===== src/rtl/jk_excite_driver.sv =====
// jk_excite_driver: derives per-bit J/K excitation to move a modelled JK bank to a requested state.
// Define JK_EXCITE_CHECK_EN to add a CHECK state that sets a sticky err when the state misses the target.
module jk_excite_driver #(
   parameter int WIDTH = 4
) (
   input  logic             i_clk,
   input  logic             i_rst,
   input  logic             i_tgt_valid,
   input  logic [WIDTH-1:0] i_tgt,
   output logic             o_tgt_ready,
   input  logic             i_frz,
   output logic [WIDTH-1:0] o_j,
   output logic [WIDTH-1:0] o_k,
   output logic [WIDTH-1:0] o_q,
   output logic             o_done,
   output logic [7:0]       o_xfer_cnt,
   output logic             o_err
);
`ifdef JK_EXCITE_CHECK_EN
   typedef enum logic [1:0] {IDLE, APPLY, CHECK} state_t;
`else
   typedef enum logic {IDLE, APPLY} state_t;
`endif
   state_t           r_state, w_next;
   logic [WIDTH-1:0] r_j, r_k, r_q;
   logic [7:0]       r_cnt;
   logic             r_done;
   logic             w_acc;
   assign o_tgt_ready = (r_state == IDLE) & ~i_rst;
   assign w_acc       = i_tgt_valid & o_tgt_ready;
   assign o_j         = r_j;
   assign o_k         = r_k;
   assign o_q         = r_q;
   assign o_done      = r_done;
   assign o_xfer_cnt  = r_cnt;
   always_ff @(posedge i_clk) r_state <= i_rst ? IDLE : w_next;
   always_comb begin
      w_next = r_state;
`ifdef JK_EXCITE_CHECK_EN
      w_next = (r_state == IDLE) ? (w_acc ? APPLY : IDLE) : (r_state == APPLY) ? CHECK : IDLE;
`else
      w_next = (r_state == IDLE) ? (w_acc ? APPLY : IDLE) : IDLE;
`endif
   end
   // Excitation is registered at accept so it is stable for the whole APPLY cycle.
   always_ff @(posedge i_clk) begin
      if (i_rst) begin
         r_q    <= '0;
         r_j    <= '0;
         r_k    <= '0;
         r_done <= 1'b0;
         r_cnt  <= 8'd0;
      end else begin
         r_done <= r_state == APPLY;
         r_j    <= w_acc ? (i_tgt & ~r_q) : '0;
         r_k    <= w_acc ? (~i_tgt & r_q) : '0;
         if (r_state == APPLY) begin
            r_cnt <= r_cnt + 8'd1;
            if (!i_frz) r_q <= (r_j & ~r_q) | (~r_k & r_q);
         end
      end
   end
`ifdef JK_EXCITE_CHECK_EN
   logic [WIDTH-1:0] r_tgt;
   logic             r_err;
   always_ff @(posedge i_clk) begin
      if (i_rst) begin
         r_tgt <= '0;
         r_err <= 1'b0;
      end else begin
         if (w_acc) r_tgt <= i_tgt;
         if (r_state == CHECK && r_q != r_tgt) r_err <= 1'b1;
      end
   end
   assign o_err = r_err;
`else
   assign o_err = 1'b0;
`endif
endmodule


===== config.mk =====
export PLATFORM = sky130hd
export DESIGN_NAME = jk_excite_driver
export DESIGN_NICKNAME = d
export VERILOG_FILES = /design/src/rtl/jk_excite_driver.sv
export SDC_FILE = /design/constraint.sdc
export NUM_CORES = 1
export LEC_CHECK = 0
export ABC_AREA = 1
export BUFFER_PORTS_ARGS = -buffer_cell sky130_fd_sc_hd__clkbuf_2
export CAP_MARGIN = 20
export CORE_MARGIN = 4
export CORE_UTILIZATION = 46
export DETAILED_ROUTE_END_ITERATION = 16
export PLACE_DENSITY_LB_ADDON = 0.2
export SYNTH_ARGS = -nofsm -noshare
export SYNTH_HDL_FRONTEND = slang
export SYNTH_SLANG_ARGS = --single-unit
export TNS_END_PERCENT = 10

===== constraint.sdc =====
create_clock -name i_clk -period 1.4 [get_ports i_clk]
set_input_delay 0.14 -clock i_clk [delete_from_list [all_inputs] [get_ports i_clk]]
set_output_delay 0.14 -clock i_clk [all_outputs]
set_load 0.02 [all_outputs]

### After elaboration in Yosys (flattened, before gate mapping)

Cells that the tools add are included.

* bits in registers: 22
* input bits: 8
* word-level logic and storage cells: 25

* add/sub/neg operators: 1
* muxes and demuxes: 1
* bitwise logic cells: 14
* reductions and logical operators: 3

Operators by type and width (count)
* AND 4 bit: 4
* NOT 4 bit: 3
* adder 8 x 1 -> 8 bit, second input constant: 1
* NOT 1 bit: 4
* bitwise OR 4 bit: 1
* OR reduction 2 bit: 2
* AND 1 bit: 2
* AND reduction 2 bit: 1
* 2-to-1 mux 1 bit: 1

### Logic depth before layout (Yosys ltp)

Gate-level depths: netlist of run 1.

* depth in word-level cells: 5
* mapped depth: 6
* mapped depth without buffers: 6

### Worst setup path after synthesis of run 1

No wires, ideal clock.

* path kind: register to register
* from: register r_cnt[0] (netlist: o_xfer_cnt[0])
* to: register r_cnt[6] (netlist: o_xfer_cnt[6])
* setup time: 115 ps
* arrival: 1110 ps
* setup slack: 175 ps
* stages on the path, launching flop included: 7
* buffers on the path: 0
* period minus slack after synthesis: 1225 ps
* path through: dfxtp_1 -> ha_1 -> nand3_1 -> nor2_2 -> nand3_1 -> nand2_1 -> nor2_1

* word-level cells in the longest chain between the ends: 1

RTL lines
* start, declared: RTL line 26 `logic [7:0] r_cnt;`
* start signal, assigned: RTL line 58 `r_cnt <= r_cnt + 8'd1;`
* adder 8 x 1 -> 8 bit: RTL line 58

Every way passes these cells.
A chain may end at the register's enable or synchronous reset.

### Worst setup path in the final report of run 1

* from: register r_state
* to: output o_tgt_ready

* word-level cells in the longest chain between the ends: 2

RTL lines
* start, declared: RTL line 24 `state_t r_state, w_next;`
* start signal, assigned: RTL line 36 `always_ff @(posedge i_clk) r_state <= i_rst ? IDLE : w_next;`
* NOT 1 bit
* AND 1 bit: RTL line 29 `assign o_tgt_ready = (r_state == IDLE) & ~i_rst;`
* end, declared: RTL line 10 `output logic o_tgt_ready,`

Every way passes these cells.

==> flow_summary.json, run 1 <==
{
  "syn2layout_area_growth_pct": 29.6,
  "min_from": "i_rst",
  "initial_core_util_pct": 48.1,
  "finalCriticalPeriod_ns": 1.24,
  "cts_tree": "done",
  "drt_iter0_drc": 12,
  "vias": 747,
  "die_area_sq_um": 2520,
  "drc": 0,
  "io_pins": 31,
  "ys_warn_count": 0,
  "cp-end-kind": "output port",
  "portBuffers": 29,
  "fmax_mhz": 804,
  "drt-total-wl_mm": 1.62,
  "cts_made_buffers": 3,
  "synth_simple_gate_area_share_pct": 28.5,
  "place_ws_ns": 0.234,
  "die_w_microns": 50.2,
  "synth_edf_count": 0,
  "dp_hpwl_mm": 1.24,
  "synthDistinctLibCells": 17,
  "diodes": 0,
  "core-area_sq_um": 1710,
  "vias_per_cell": 4.61,
  "cp_cell_sequence": "nor2_2 -> clkbuf_2",
  "critPathLaunch": "r_state",
  "critPathRequiredTime_ns": 1.26,
  "postCtsSetupBuffers": 0,
  "synth-compound-area-share_pct": 7.77,
  "slowest_delay_ns": 0.42,
  "cap_violations": 0,
  "ys.flop_type": "dfxtp_1",
  "finalHoldViolCount": 0,
  "routedWlPerCell_microns": 10.0,
  "antenna_found_initial": 0,
  "synth_nets": 111,
  "cts-root-buf": "clkbuf_4",
  "worstSetupPathType": "reg -> out",
  "powerDensity_nw_per_um2": 1010,
  "start_kind": "flop",
  "critPathArrivalTime_ns": 1.10,
  "antenna_left": 0,
  "synth.most_common_cell": "dfxtp_1",
  "seq_area_frac_synth_pct": 53.7,
  "clock_skew_ns": 0.00425,
  "synthCells": 102,
  "cts_num_sinks": 22,
  "synthMuxAreaShare_pct": 0,
  "setup_violations": 0,
  "synth_top_family_by_area": "simple AND/OR/NAND/NOR gates",
  "synth_area_leaders": "dfxtp_1 (54%), nand2_1 (7.3%), inv_1 (5.9%)",
  "worst-path-buf-inv": 1,
  "setup_slack_ns": 0.156,
  "grt_first_pass_wirelength_mm": 2.75,
  "placementRows": 15,
  "drive_gt1_share_pct": 28.5,
  "setup-tns-final_ns": 0,
  "grt_max_degree": 13,
  "min_path_type": "in -> reg",
  "r2r-start": "o_xfer_cnt[0]",
  "clk_latency_ns": 0.30,
  "path_max_fanout": 10,
  "htreeDepth": 1,
  "ys_ff_latch": 22,
  "timing.final.max_slew_violations": 0,
  "leakage_nw": 0.496,
  "holdWs_ns": 0.130,
  "synth-adder-area-share_pct": 1.52,
  "synth.avg_cell_area_sq_um": 8.05,
  "synthArstFlopShare_pct": 0,
  "routabilityCongestion": 0.768,
  "path_clk_slew_ns": 0.12,
  "synth_top_area_share_pct": 53.7,
  "crit_path_top_delay_cell": "dfxtp_1",
  "nNetsFinal": 147,
  "overflow": 0,
  "synth.top_cells.by_count": "dfxtp_1 (22), nand2_1 (16), inv_1 (13)",
  "rsz0062_at_grt": "false",
  "synth-xor-area-share_pct": 0,
  "first_pass_iters": 2,
  "critical-path-top-delay-family": "flip-flops",
  "cts.path.max_buffers": 2,
  "yosysTopAreaCell": "dfxtp_1",
  "status": "finished clean",
  "grtUsageTotal_pct": 14.2,
  "fin_crit_sh_pct": 88.8,
  "fp.dieH_microns": 50.2,
  "syn_area_sq_um": 821,
  "grt_pass1_vias": 669,
  "ir_worst_vdd_uv": 632
}
==> metal layers <==
metal	vias up	part of all wire, %	global-route usage, %
li1	396	-	-
met3	2	5.6	4.15
met2	16	50	23.3
met4	0	0.86	7.83
met5	-	0	0
met1	333	44	16.3
==> repair_timing <==
| item | in CTS | in global routing |
|---|---|---|
| hold endpoints to repair | 4 | 0 |
| hold buffers | 4 | 0 |
| gates resized for setup | 0 | 0 |
==> where the power goes <==
part / switching (mW) / leakage [nW] / internal (mW)
registers: 0.0113 / 0.178 / 0.637
clock network: 0.183 / 0.0210 / 0.158
logic: 0.0538 / 0.296 / 0.0341
total: 0.248 / 0.496 / 0.830
==> layout by cell type (no fill, tap or decap), drive strengths merged <==
cell type    synthesis  routed
clkbuf               0      33
dfxtp               22      22
nand2               18      18
nor2                14      14
inv                 13      13
a21oi                9       9
nand3                8       8
nand4                5       5
nor3                 5       5
dlygate4sd3          0       4
o21ai                2       2
a22o                 1       1
ha                   1       1
conb                 1       1
buf                  3       1
==> worst paths after layout <==
kind              slack, ns  cells after the start            end
setup / recovery       0.16                      2    o_tgt_ready
hold / removal         0.13                      2         o_q[3]
setup reg to reg       0.23                      6  o_xfer_cnt[6]
hold reg to reg        0.49                      2         o_q[1]
==> cell families after synthesis <==
| kind of cell | count (synthesis) |
|---|---|
| other cells | 1 |
| compound gates | 12 |
| flops | 22 |
| simple gates | 50 |
| buf+inv | 16 |
| fa+ha+maj | 1 |
==> flip-flops by register name, indices dropped and copies added (netlist names) <==
| signal | count |
|---|---|
| o_done | 1 |
| o_j | 4 |
| o_q | 4 |
| r_state | 1 |
| o_xfer_cnt | 8 |
| o_k | 4 |
==> metrics by stage <==
stage	util, %	instances	power [mW]	area [sq um]
floorplan	-	102	0.713	821
global placement	57.8	154	0.741	987
detailed placement	57.8	154	0.743	987
CTS	62.3	162	1.10	1060
global route	62.3	162	1.14	1060
finish	62.3	162	1.08	1060
==> cell type report <==
cell class              instances  area [sq um]
repair buffers                 34           193
fillers                       159           644
flip-flops and latches         22           440
clock buffers                   4          36.3
inverters                      13          48.8
multi-input cells              64           314
well taps                      25          31.3
(Power assumes the default switching activity.)
==> run 2, diff against run 1 <==
ABC_AREA = not set   (was 1)
CORE_UTILIZATION = 45   (was 46)
GPL_TIMING_DRIVEN = 0   (was not set)
==> flow_summary.json, run 2 <==
{
  "cts-root-buf": "clkbuf_4",
  "vias": 652,
  "synthCells": 75,
  "final_cell_mix": "clkbuf_2 (29), dfxtp_1 (22), nor3b_1 (8)",
  "worstSetupPathType": "reg -> reg",
  "drt_iter0_drc": 6,
  "path_max_fanout": 4,
  "setup_slack_ns": 0.118,
  "drive_gt1_share_pct": 32.7,
  "clk_latency_ns": 0.29,
  "first_pass_iters": 2,
  "drt-total-wl_mm": 1.44,
  "synth.top_cells.by_count": "dfxtp_1 (22), nor3b_1 (8), a21oi_1 (7)",
  "fin_crit_sh_pct": 91.5,
  "antenna_left": 0,
  "cts_tree": "done",
  "core-area_sq_um": 1580,
  "ys_ff_latch": 22,
  "nNetsFinal": 121,
  "ys_warn_count": 0,
  "synth_area_leaders": "dfxtp_1 (56%), nor3b_1 (7.7%), a21oi_1 (4.5%)",
  "grt_first_pass_wirelength_mm": 2.47,
  "fillers": 145,
  "fp.dieH_microns": 49.7,
  "postCtsSetupBuffers": 0,
  "initial_core_util_pct": 49.5,
  "antenna_found_initial": 0,
  "routabilityCongestion": 0.700,
  "grt_pass1_vias": 613,
  "seq_area_frac_synth_pct": 56.4,
  "synthDistinctLibCells": 21,
  "placementRows": 14,
  "final_common_cell": "clkbuf_2",
  "syn_area_sq_um": 781,
  "grtUsageTotal_pct": 12.9,
  "dp_hpwl_mm": 1.09,
  "io_pins": 31,
  "critPathArrivalTime_ns": 1.52,
  "timing.final.max_slew_violations": 0,
  "place_ws_ns": 0.134,
  "min_path_type": "in -> reg",
  "start_kind": "flop",
  "finalHoldViolCount": 0,
  "finalCriticalPeriod_ns": 1.28,
  "largest_reg_flops": 8,
  "clock_skew_ns": 0.00433,
  "setup_violations": 0,
  "critPathRequiredTime_ns": 1.63,
  "ys.flop_type": "dfxtp_1",
  "fmax_mhz": 780,
  "synthArstFlopShare_pct": 0,
  "status": "finished clean",
  "cap_violations": 0,
  "rsz0062_at_grt": "false",
  "synth.avg_cell_area_sq_um": 10.4,
  "cts_made_buffers": 3,
  "cts.path.max_buffers": 2,
  "cp-end-kind": "flop",
  "syn2layout_area_growth_pct": 27.9,
  "synth.most_common_cell": "dfxtp_1",
  "leakage_nw": 0.439,
  "vias_per_cell": 5.17,
  "ir_worst_vdd_uv": 666,
  "htreeDepth": 1,
  "diodes": 0,
  "yosysTopAreaCell": "dfxtp_1",
  "grt_max_degree": 12,
  "synth_nets": 84,
  "synth_top_area_share_pct": 56.4,
  "synth_edf_count": 0,
  "path_clk_slew_ns": 0.11,
  "die_area_sq_um": 2470,
  "drc": 0,
  "powerDensity_nw_per_um2": 1010,
  "routedWlPerCell_microns": 11.4,
  "cts_num_sinks": 22,
  "die_w_microns": 49.7,
  "portBuffers": 29,
  "overflow": 0,
  "setup-tns-final_ns": 0
}
## run 2: metrics by stage
step	power (mW)	util [%]	cell area, sq um	hold WS (ns)	cells
floorplan	0.714	-	781	0.212	75
global placement	0.745	60.0	946	0.313	120
detailed placement	0.746	60.0	946	0.318	120
CTS	1.02	63.3	998	0.00801	126
global route	1.06	63.3	998	0.00499	126
finish	1.00	63.3	998	0.0214	126
## run 2: logic make-up after synthesis
logic type	share of synthesized area, %
AND/OR/NAND/NOR	20.5
XOR/XNOR	4.49
AO/OA/AOI/OAI	10.9
other	0.480
buffers and inverters	4.33
flip-flops	56.4
multiplexers	1.28
adder cells (fa/ha/maj)	1.60
## run 2: worst paths after layout
check	to	slack, ns	depth (start not counted)	startpoint
setup reg to reg	o_xfer_cnt[6]	0.12	4	o_xfer_cnt[0]
setup / recovery	o_xfer_cnt[6]	0.12	4	o_xfer_cnt[0]
hold reg to reg	o_q[0]	0.46	1	o_k[0]
hold / removal	o_k[3]	0.02	2	i_tgt[3]
## run 2: cell type report
cell class,instances,area [sq um],share of cell area (%)
Sequential cell,22,440,44.1
Multi-Input combinational cell,48,307,30.7
Clock buffer,3,22.5,2.26
Tap cell,16,20.0,2.01
Timing Repair Buffer,32,175,17.5
Buffer,4,30.0,3.01
Inverter,1,3.75,0.376
## run 2: worst max-delay path, cell delays in order, from the launching register on
cell and delay (ns):
dfxtp_1 0.42, ha_1 0.21, nand3_1 0.10, or3_1 0.36, a21oi_1 0.14
## run 2: what timing repair did
action                    in CTS  in global routing
resized for setup              0                  0
hold buffers                   3                  0
hold endpoints to repair       3                  0
## run 2: routing by layer
layer	part of all wire, %	vias up	global-route usage, %
met2	45	20	21.6
met3	6.3	4	3.92
met5	0	-	0
met1	47	292	14.6
met4	1.4	0	6.91
li1	-	336	-
## run 2: power by group
group / internal, mW / switching [mW]
logic: 0.0394 / 0.0508
clock network: 0.100 / 0.167
registers: 0.638 / 0.00906
